$ cat src/rtl/serial_compadd.sv
// serial_compadd: chunk-serial wide adder built on a narrow compound adder
module Compadder #(
  parameter int W = 4
) (
  input  logic [W-1:0] a,
  input  logic [W-1:0] b,
  output logic [W:0]   s,
  output logic [W:0]   t
);
  assign s = {1'b0, a} + {1'b0, b};
  assign t = s + 1'b1;
endmodule

module serial_compadd #(
  parameter int W      = 4,
  parameter int CHUNKS = 4,
  localparam int TW    = W * CHUNKS
) (
  input  logic          clk,
  input  logic          reset,
  input  logic          start,
  input  logic [TW-1:0] a_in,
  input  logic [TW-1:0] b_in,
  input  logic          cin,
  output logic          busy,
  output logic          done,
  output logic [TW-1:0] sum,
  output logic          cout
);
  localparam int IW = CHUNKS > 1 ? $clog2(CHUNKS) : 1;
  localparam logic [IW-1:0] LAST = IW'(CHUNKS - 1);
  typedef enum logic [1:0] {IDLE, RUN, DONE} state_t;
  state_t state;
  logic [TW-1:0] a_r, b_r, part, next_part;
  logic [IW-1:0] idx;
  logic carry;
  logic [W-1:0] ca, cb;
  logic [W:0] s, t, res;
  Compadder #(.W(W)) u_cadd (.a(ca), .b(cb), .s(s), .t(t));
  // select current chunk, pick s/t by incoming carry, splice result into partial sum
  always_comb begin
    ca = a_r[idx*W +: W];
    cb = b_r[idx*W +: W];
    res = carry ? t : s;
    next_part = part;
    next_part[idx*W +: W] = res[W-1:0];
  end
  // control FSM with registered busy/done and result registers
  always_ff @(posedge clk) begin
    if (reset) begin
      state <= IDLE;
      idx <= '0;
      carry <= 1'b0;
      a_r <= '0;
      b_r <= '0;
      part <= '0;
      sum <= '0;
      cout <= 1'b0;
      busy <= 1'b0;
      done <= 1'b0;
    end else begin
      case (state)
        IDLE: begin
          done <= 1'b0;
          if (start) begin
            a_r <= a_in;
            b_r <= b_in;
            carry <= cin;
            idx <= '0;
            busy <= 1'b1;
            state <= RUN;
          end
        end
        RUN: begin
          part <= next_part;
          carry <= res[W];
          if (idx == LAST) begin
            sum <= next_part;
            cout <= res[W];
            done <= 1'b1;
            state <= DONE;
          end else begin
            idx <= idx + 1'b1;
          end
        end
        DONE: begin
          done <= 1'b0;
          busy <= 1'b0;
          state <= IDLE;
        end
        default: state <= IDLE;
      endcase
    end
  end
endmodule

$ cat config.mk
export PLATFORM = sky130hd
export DESIGN_NAME = serial_compadd
export DESIGN_NICKNAME = d
export VERILOG_FILES = /design/src/rtl/serial_compadd.sv
export SDC_FILE = /design/constraint.sdc
export NUM_CORES = 1
export LEC_CHECK = 0
export ABC_AREA = 1
export BUFFER_PORTS_ARGS = -buffer_cell sky130_fd_sc_hd__buf_2
export CAP_MARGIN = 20
export CORE_MARGIN = 5
export CORE_UTILIZATION = 56
export DETAILED_ROUTE_END_ITERATION = 8
export HOLD_SLACK_MARGIN = 0.03
export PLACE_DENSITY = 0.79
export SLEW_MARGIN = 10
export SYNTH_ARGS = -nofsm -noshare
export SYNTH_HDL_FRONTEND = slang
export SYNTH_SLANG_ARGS = --single-unit
$ cat constraint.sdc
create_clock -name clk -period 3.35 [get_ports clk]
set_input_delay 0.5025 -clock clk [delete_from_list [all_inputs] [get_ports clk]]
set_output_delay 0.5025 -clock clk [all_outputs]
set_load 0.01 [all_outputs]
==> impl_metrics.py, run 1 <==
metrics = {
    "drt": {
        "wl_per_cell_um": 12.86,
        "ant_nets": 0,
        "wl_um": 8026,
        "first_iter_violations": 258,
        "vias_per_cell": 5.221,
        "vias": 3258,
        "drc_errors": 0,
        "drtPass1Iterations": 5,
    },
    "worst_setup_path": {
        "crit_arrival_ps": 3120,
        "r2r_cells": 12,
        "r2r-start": "idx[0]",
        "cp-end-kind": "flip-flop",
        "critPathTopFamily": "adder cells",
        "reg2reg_slack_ps": 480,
        "slowest_stage": "fa_1",
        "critPathCapture": "part[9]",
        "path_cells": "buf_4, o21ai_0, o22ai_1, ha_1, fa_1, ha_1, nand2_1, o21ai_0, nand3_1, o21ai_0, o21ai_0, inv_1",
        "cp_common_cell": "o21ai_0",
        "timing.critical_path.fanout_max": 19,
        "critPathLaunch": "idx[0]",
        "cp.required_ps": 3600,
        "r2r_end": "part[9]",
        "critPathBufInv": 2,
        "crit_cells": 12,
        "crit_path_start_kind": "flip-flop",
        "cpPeakStageDelay_ps": 470,
        "worst-setup-path-type": "reg2reg",
    },
    "die": {
        "dieHeight_um": 88.60,
        "start_util_pct": 58.09,
        "ios": 55,
        "die_w_um": 88.60,
        "coreArea_sq_um": 5956,
        "fp-row-count": 28,
        "die_area_sq_um": 7850,
    },
    "grt": {
        "grt_max_degree": 37,
        "antenna_found_initial": 0,
        "grt_overflow": 0,
        "grt_pass1_vias": 3028,
        "grt_first_pass_wirelength_um": 13620,
        "grt.total_usage_pct": 22.22,
    },
    "cts": {
        "numCtsBuffers": 9,
        "postCtsSetupBuffers": 0,
        "clock_path_buffers": 2,
        "h-tree-depth": 3,
        "clk_pin_slew_ps": 80,
        "clock_latency_ps": 350,
        "cts.sinks": 72,
        "ctsRootBufferMaster": "clkbuf_8",
        "postCtsHoldBufs": 0,
        "cts_tree": "yes",
        "postCtsResizedCells": 0,
    },
    "pwr": {
        "vdd_drop_max_v": 0.0002970,
        "p_switching_uw": 617.1,
        "power_frac_clock_pct": 37.8,
        "powerDensity_nw_per_um2": 542.1,
        "p_seq_share_pct": 43.5,
        "switching_share_pct": 28.53,
        "p_leak_nw": 2.115,
        "finalPower_mw": 2.163,
        "cellInternalPower_mw": 1.546,
        "p_comb_share_pct": 18.7,
    },
    "finish": {
        "drive_gt1_share_pct": 16.58,
        "n_fill_cell": 536,
        "diodes": 0,
        "syn2layout_area_growth_pct": 15.33,
        "mostFrequentLayoutCells": "nor2_1 (100), dfxtp_1 (72), nand2_1 (70)",
        "num-nets-final": 592,
        "layout_commonest_cell": "nor2_1",
    },
    "placed_design": {
        "gp_routability_congestion": 0.8580,
        "portBuffers": 54,
        "place_hpwl_um": 5542,
    },
    "sta": {
        "fin_skew_ps": 9.770,
        "finalSetupTns_ps": 0,
        "worst_pin_slew_ps": 757.2,
        "fin_crit_ps": 2867,
        "post-route-period-util_pct": 85.59,
        "slew_headroom_pct": 49.46,
        "hold_viol": 0,
        "rsz0062_at_grt": "no",
        "drv_slew": 0,
        "setup_viol": 0,
        "fmax_mhz": 348.8,
        "whs_ps": 365.8,
    },
    "logic_synthesis": {
        "yosys_warnings": 0,
        "synth.distinct_cells": 30,
        "synth_area_sq_um": 3460,
        "syn_nets": 546,
        "syn_area_per_cell_sq_um": 6.947,
        "ys_ff_latch": 72,
        "synth_cells": 498,
        "ys_seq_area_share_pct": 41.66,
    },
    "status": {
        "status": "complete, no violations",
    },
    "job": {
        "timing.max_cap.violations": 0,
    },
    "worst_hold_path": {
        "min_path_type": "in2reg",
    },
}
synth_stat cells (all sizes together):
master / count / area [sq um]
nand3: 23 / 120.1
o32ai: 1 / 8.760
nor3: 3 / 25.02
clkbuf: 13 / 51.30
o31ai: 1 / 7.510
a21oi: 17 / 88.84
clkinv: 1 / 3.750
o21a: 3 / 22.52
buf: 11 / 67.56
o21ai: 78 / 390.4
nand4: 4 / 25.02
o22ai: 13 / 81.33
dfxtp: 72 / 1441
fa: 1 / 20.02
nor2: 105 / 421.7
inv: 67 / 251.5
xor2: 1 / 8.760
ha: 11 / 137.6
nand2: 73 / 286.5
layout make-up:
| class | count | area (sq um) | area share [%] |
|---|---|---|---|
| repair buffers | 59 | 320.3 | 8.028 |
| well taps | 75 | 93.84 | 2.352 |
| clock buffers | 10 | 127.6 | 3.198 |
| multi-input cells | 334 | 1644 | 41.20 |
| inverters | 68 | 255.2 | 6.397 |
| flip-flops and latches | 72 | 1441 | 36.12 |
| clock inverters | 6 | 107.6 | 2.697 |
flip-flops by register name (all words and copies together), names as in the netlist:
name,flops
a_r,16
b_r,16
busy,1
carry,1
cout,1
done,1
idx,2
part,16
state,2
sum,16
kinds of logic after synthesis:
group	synth area share [%]
AOI/OAI and AO/OA	17.32
xor gates and xnor gates	0.2532
adders and majority gates	4.557
buffers and inverters	10.81
DFF	41.66
and+or+nand+nor	25.39
per-stage QoR:
stage | instance area [sq um] | instances | util, % | worst slack (ps)
floorplan | 3460 | 498 | - | 726.6
CTS | 3990 | 624 | 67.00 | 524.8
global route | 3990 | 624 | 67.00 | 186.6
detailed placement | 3755 | 608 | 63.05 | 530.4
global placement | 3755 | 608 | 63.05 | 708.7
finish | 3990 | 624 | 67.00 | 482.6
metal layers:
layer	up-vias	track usage [%]	wire length, um
met5	-	0	0
li1	1683	-	-
met1	1451	29.58	3645
met3	14	5.214	548
met2	110	35.62	3706
met4	0	7.418	127
worst min-delay path: cells and delay by family:
family / cells / cell delay (ps)
and+or+nand+nor: 2 / 110
buffers and inverters: 1 / 70
how the worst min path moves through the flow:
stage,depth (start not counted),slack (ps),endpoint,start
floorplan,2,460,done,state[0]
detailed placement,2,470,cout,cout
CTS,3,360,b_r[10],b_in[10]
finish,3,370,b_r[0],b_in[0]
global placement,2,460,cout,cout
global route,3,370,b_r[9],b_in[9]
power by group through the flow:
stage | combinational (mW) | clock (mW) | sequential (mW)
finish | 0.405 | 0.817 | 0.942
global route | 0.463 | 0.866 | 0.948
CTS | 0.400 | 0.830 | 0.941
detailed placement | 0.395 | 0 | 0.961
global placement | 0.384 | 0 | 0.960
floorplan | 0.310 | 0 | 0.951
Note: power is estimated with default switching activity, not from simulation.
==> inputs of run 2 (changes only) <==
ABC_AREA = unset   (was 1)
CORE_UTILIZATION = 55   (was 56)
PLACE_DENSITY = 0.78   (was 0.79)
==> impl_metrics.py, run 2 <==
metrics = {
    "cts": {
        "ctsRootBufferMaster": "clkbuf_8",
        "postCtsHoldBufs": 0,
        "h-tree-depth": 3,
        "numCtsBuffers": 9,
        "clk_pin_slew_ps": 70,
        "cts_tree": "yes",
        "cts.sinks": 72,
        "postCtsSetupBuffers": 0,
        "clock_latency_ps": 350,
        "postCtsResizedCells": 0,
        "clock_path_buffers": 2,
    },
    "drt": {
        "wl_per_cell_um": 14.80,
        "first_iter_violations": 221,
        "vias_per_cell": 5.600,
        "drc_errors": 0,
        "drtPass1Iterations": 5,
        "wl_um": 7326,
        "vias": 2772,
        "ant_nets": 0,
    },
    "logic_synthesis": {
        "syn_nets": 413,
        "synth_cells": 365,
        "yosys_warnings": 0,
        "synthDominantCellAreaShare_pct": 45.16,
        "yosysTopAreaCell": "dfxtp_1",
        "ys_top_cells_by_area": "dfxtp_1 (45%), nand2_1 (8.5%), a21oi_1 (6.3%)",
        "synth_area_sq_um": 3192,
        "netlist_top_cells_count": "dfxtp_1 (72), nand2_1 (72), nor2_1 (42), a21oi_1 (40), clkbuf_1 (17)",
        "syn_area_per_cell_sq_um": 8.745,
        "ys_async_sr_fraction_pct": 0,
        "synth_edf_count": 0,
        "synth.distinct_cells": 43,
        "synth_flop_cell": "dfxtp_1",
        "ys_seq_area_share_pct": 45.16,
        "ys_ff_latch": 72,
    },
    "placed_design": {
        "place_hpwl_um": 5256,
        "dp_slack_ps": 200.3,
        "gp_routability_congestion": 0.9177,
        "portBuffers": 54,
    },
    "job": {
        "timing.max_cap.violations": 0,
    },
    "sta": {
        "fin_skew_ps": 5.498,
        "fin_crit_ps": 3160,
        "rsz0062_at_grt": "yes",
        "slew_headroom_pct": 46.85,
        "drv_slew": 0,
        "setup_viol": 0,
        "finalSetupTns_ps": 0,
        "hold_viol": 0,
        "worst_pin_slew_ps": 797.2,
        "whs_ps": 378.7,
        "fmax_mhz": 316.5,
        "post-route-period-util_pct": 94.33,
        "setup_ws_ps": 190.1,
    },
    "grt": {
        "antenna_found_initial": 0,
        "grt.total_usage_pct": 21.30,
        "grt_pass1_vias": 2688,
        "grt_max_degree": 46,
        "grt_first_pass_wirelength_um": 12600,
        "grt_overflow": 0,
    },
    "die": {
        "die_area_sq_um": 7427,
        "fp-row-count": 27,
        "dieHeight_um": 86.18,
        "die_w_um": 86.18,
        "ios": 55,
        "start_util_pct": 57.26,
        "coreArea_sq_um": 5574,
    },
    "worst_hold_path": {
        "min_to": "a_r[14]",
        "hold_path_depth": 3,
        "hp-start": "a_in[14]",
        "min_path_type": "in2reg",
    },
    "pwr": {
        "vdd_drop_max_v": 0.0002759,
        "p_leak_nw": 1.520,
        "powerDensity_nw_per_um2": 495.4,
    },
    "worst_setup_path": {
        "crit_arrival_ps": 3360,
        "worst-setup-path-type": "reg2reg",
        "r2r_end": "part[9]",
        "r2r_cells": 8,
        "cp.required_ps": 3550,
        "r2r-start": "idx[0]",
        "timing.critical_path.fanout_max": 6,
        "crit_path_start_kind": "flip-flop",
        "reg2reg_slack_ps": 190,
        "cp-end-kind": "flip-flop",
    },
    "finish": {
        "register_area_sq_um": 1441,
        "mostFrequentLayoutCells": "nand2_1 (72), dfxtp_1 (72), buf_2 (54)",
        "drive_gt1_share_pct": 23.40,
        "n_fill_cell": 466,
        "syn2layout_area_growth_pct": 17.40,
        "diodes": 0,
        "multi_input_area_sq_um": 1645,
        "num-nets-final": 466,
    },
    "status": {
        "status": "complete, no violations",
    },
}
run 2: changes by cell type after synthesis, moves of 7 or more:
cell      change
nor2_1       -58
a22oi_1      +13
nand3_1      -17
o22ai_1      -11
inv_1        -55
a21oi_1      +24
mux4_2        +8
o21ai_0      -66
nor3_1       +11
o21ai_1       -7
a221oi_1     +10
run 2: report_power, final:
part           switching, mW  total, mW  internal [mW]
registers             0.0233      0.910          0.887
clock network          0.321      0.702          0.381
logic                  0.147      0.244         0.0971
total                  0.491       1.86           1.37
run 2: layer usage:
| layer | share of wire, % | GRT usage [%] |
|---|---|---|
| met1 | 43 | 27.20 |
| met3 | 6.1 | 4.658 |
| met5 | 0 | 0 |
| met4 | 2.2 | 9.915 |
| met2 | 48 | 34.41 |
run 2: worst max path at each step:
stage | start | to | depth (start not counted)
2_1_floorplan | idx[0] | part[1] | 9
6_report | idx[0] | part[9] | 8
3_5_place_dp | idx[0] | part[9] | 8
5_1_grt | idx[0] | carry | 8
3_3_place_gp | idx[0] | part[9] | 8
4_1_cts | idx[0] | part[9] | 8
run 2: area by class of cell:
| class | count | area share, % |
|---|---|---|
| Inverter | 7 | 0.7012 |
| Multi-Input combinational cell | 265 | 43.91 |
| Timing Repair Buffer | 63 | 9.015 |
| Clock inverter | 5 | 1.469 |
| Clock buffer | 11 | 4.040 |
| Tap cell | 72 | 2.404 |
| Sequential cell | 72 | 38.46 |
run 2: cell families (layout without fill, tap and decap cells):
family	Yosys count	after routing	synth area share, %
and+or+nand+nor	156	156	21.95
muxes	9	9	5.998
xor gates and xnor gates	4	4	1.098
buffers and inverters	28	86	3.450
adders and majority gates	12	12	4.939
DFF	72	72	45.16
AOI/OAI and AO/OA	84	84	17.40
run 2: stage by stage:
step	area (sq um)	cells	util [%]	total power [mW]
2_1_floorplan	3192	365	-	1.090
3_3_place_gp	3541	479	63.52	1.164
3_5_place_dp	3541	479	63.52	1.172
4_1_cts	3747	495	67.23	1.861
5_1_grt	3747	495	67.23	1.934
6_report	3747	495	67.23	1.856
run 2: worst max-delay path: stages (launching register included):
cell and delay, ps:
dfxtp_1 500, mux4_2 540, ha_1 250, fa_1 520, ha_1 310, mux2_2 340
and2_1 260, a22oi_1 220, nor2_1 60
==> inputs of run 3 (changes only) <==
RECOVER_POWER = 25   (was unset)
==> impl_metrics.py, run 3 (synthesis results as in run 2) <==
metrics = {
    "cts": {
        "h-tree-depth": 3,
        "ctsRootBufferMaster": "clkbuf_8",
        "numCtsBuffers": 9,
        "postCtsSetupBuffers": 0,
        "cts.sinks": 72,
        "clk_pin_slew_ps": 70,
        "clock_path_buffers": 2,
        "clock_latency_ps": 340,
        "cts_tree": "yes",
    },
    "worst_setup_path": {
        "cp.required_ps": 3550,
        "timing.critical_path.fanout_max": 6,
        "worst-setup-path-type": "reg2reg",
        "crit_arrival_ps": 3360,
        "crit_path_start_kind": "flip-flop",
        "cp-end-kind": "flip-flop",
    },
    "placed_design": {
        "portBuffers": 54,
        "dpl_cell_area_sq_um": 3541,
        "place_inst": 479,
        "gp_routability_congestion": 0.9177,
        "dp_slack_ps": 200.3,
        "place_hpwl_um": 5256,
    },
    "finish": {
        "multi_input_area_sq_um": 1645,
        "register_area_sq_um": 1441,
        "num-nets-final": 466,
        "syn2layout_area_growth_pct": 16.54,
        "diodes": 0,
        "mostFrequentLayoutCells": "nand2_1 (72), dfxtp_1 (72), nor2_1 (42)",
        "instances_no_fill": 495,
        "n_fill_cell": 482,
        "drive_gt1_share_pct": 18.68,
        "fin_area_sq_um": 3720,
    },
    "grt": {
        "grt_max_degree": 46,
        "grt_overflow": 0,
        "grt_first_pass_wirelength_um": 12600,
        "antenna_found_initial": 0,
        "grt_pass1_vias": 2688,
        "grt.total_usage_pct": 21.30,
    },
    "drt": {
        "first_iter_violations": 184,
        "vias_per_cell": 5.598,
        "ant_nets": 0,
        "wl_um": 7314,
        "drc_errors": 0,
        "wl_per_cell_um": 14.78,
        "vias": 2771,
        "drtPass1Iterations": 4,
    },
    "sta": {
        "hold_viol": 0,
        "fmax_mhz": 316.5,
        "rsz0062_at_grt": "yes",
        "post-route-period-util_pct": 94.33,
        "setup_ws_ps": 190.1,
        "slew_headroom_pct": 9.224,
        "finalSetupTns_ps": 0,
        "drv_slew": 0,
        "fin_skew_ps": 6.102,
        "setup_viol": 0,
        "worst_pin_slew_ps": 1362,
        "fin_crit_ps": 3160,
    },
    "status": {
        "status": "complete, no violations",
    },
    "pwr": {
        "p_seq_share_pct": 49.1,
        "power_frac_clock_pct": 37.8,
        "cellInternalPower_mw": 1.364,
        "p_switching_uw": 488.1,
        "p_leak_nw": 1.433,
        "powerDensity_nw_per_um2": 498.0,
        "vdd_drop_max_v": 0.0002771,
        "switching_share_pct": 26.35,
        "p_comb_share_pct": 13.1,
    },
    "die": {
        "die_area_sq_um": 7427,
        "dieHeight_um": 86.18,
        "ios": 55,
        "coreArea_sq_um": 5574,
        "die_w_um": 86.18,
        "fp-row-count": 27,
        "start_util_pct": 57.26,
    },
    "job": {
        "timing.max_cap.violations": 0,
    },
    "worst_hold_path": {
        "min_path_type": "in2reg",
    },
}
-- run 3: cell count changes in the layout (fill, tap and decap cells not counted) --
cell,before,now
buf_2,54,35
buf_4,9,8
clkbuf_1,0,20
-- run 3: power by group through the flow --
stage / logic [mW] / registers (mW) / clock network, mW
CTS: 0.243 / 0.910 / 0.708
floorplan: 0.171 / 0.919 / 0
global route: 0.271 / 0.914 / 0.748
finish: 0.242 / 0.910 / 0.700
detailed placement: 0.242 / 0.930 / 0
global placement: 0.235 / 0.929 / 0
-- run 3: final timing paths --
check,slack [ps],cells after the start,startpoint,end
worst max-delay path,190,8,idx[0],part[9]
worst min-delay path,390,3,a_in[10],a_r[10]
worst max register to register,190,8,idx[0],part[9]
worst min register to register,460,2,done,done
-- run 3: what timing repair did --
item,4_1_cts,5_1_grt
hold buffers,0,0
endpoints found under the hold margin,0,0
endpoints found under the setup margin,0,1
gates resized for setup,0,0
-- run 3: metal layers --
metal	share of wire [%]	track usage (%)	up-vias
met5	0	0	-
li1	-	-	1400
met2	48	34.41	92
met4	2.1	9.915	0
met3	6.7	4.658	15
met1	43	27.20	1264
-- run 3: area by class of cell --
| type | count | area share [%] |
|---|---|---|
| Inverter | 7 | 0.7064 |
| Sequential cell | 72 | 38.75 |
| Clock inverter | 5 | 1.480 |
| Multi-Input combinational cell | 265 | 44.23 |
| Timing Repair Buffer | 63 | 8.342 |
| Tap cell | 72 | 2.422 |
| Clock buffer | 11 | 4.070 |
-- run 3: stage by stage --
stage | util (%) | hold slack (ps) | total power [mW]
after CTS | 67.23 | 380.8 | 1.861
after floorplan | - | 433.1 | 1.090
after global placement | 63.52 | 441.6 | 1.164
after global routing | 66.73 | 384.3 | 1.933
after detailed placement | 63.52 | 447.3 | 1.172
final | 66.73 | 385.7 | 1.852
-- run 3: critical path, cell delays in order (launching register included) --
cell	delay, ps
dfxtp_1	500
mux4_2	540
ha_1	250
fa_1	520
ha_1	310
mux2_2	350
and2_1	260
a22oi_1	220
nor2_1	60
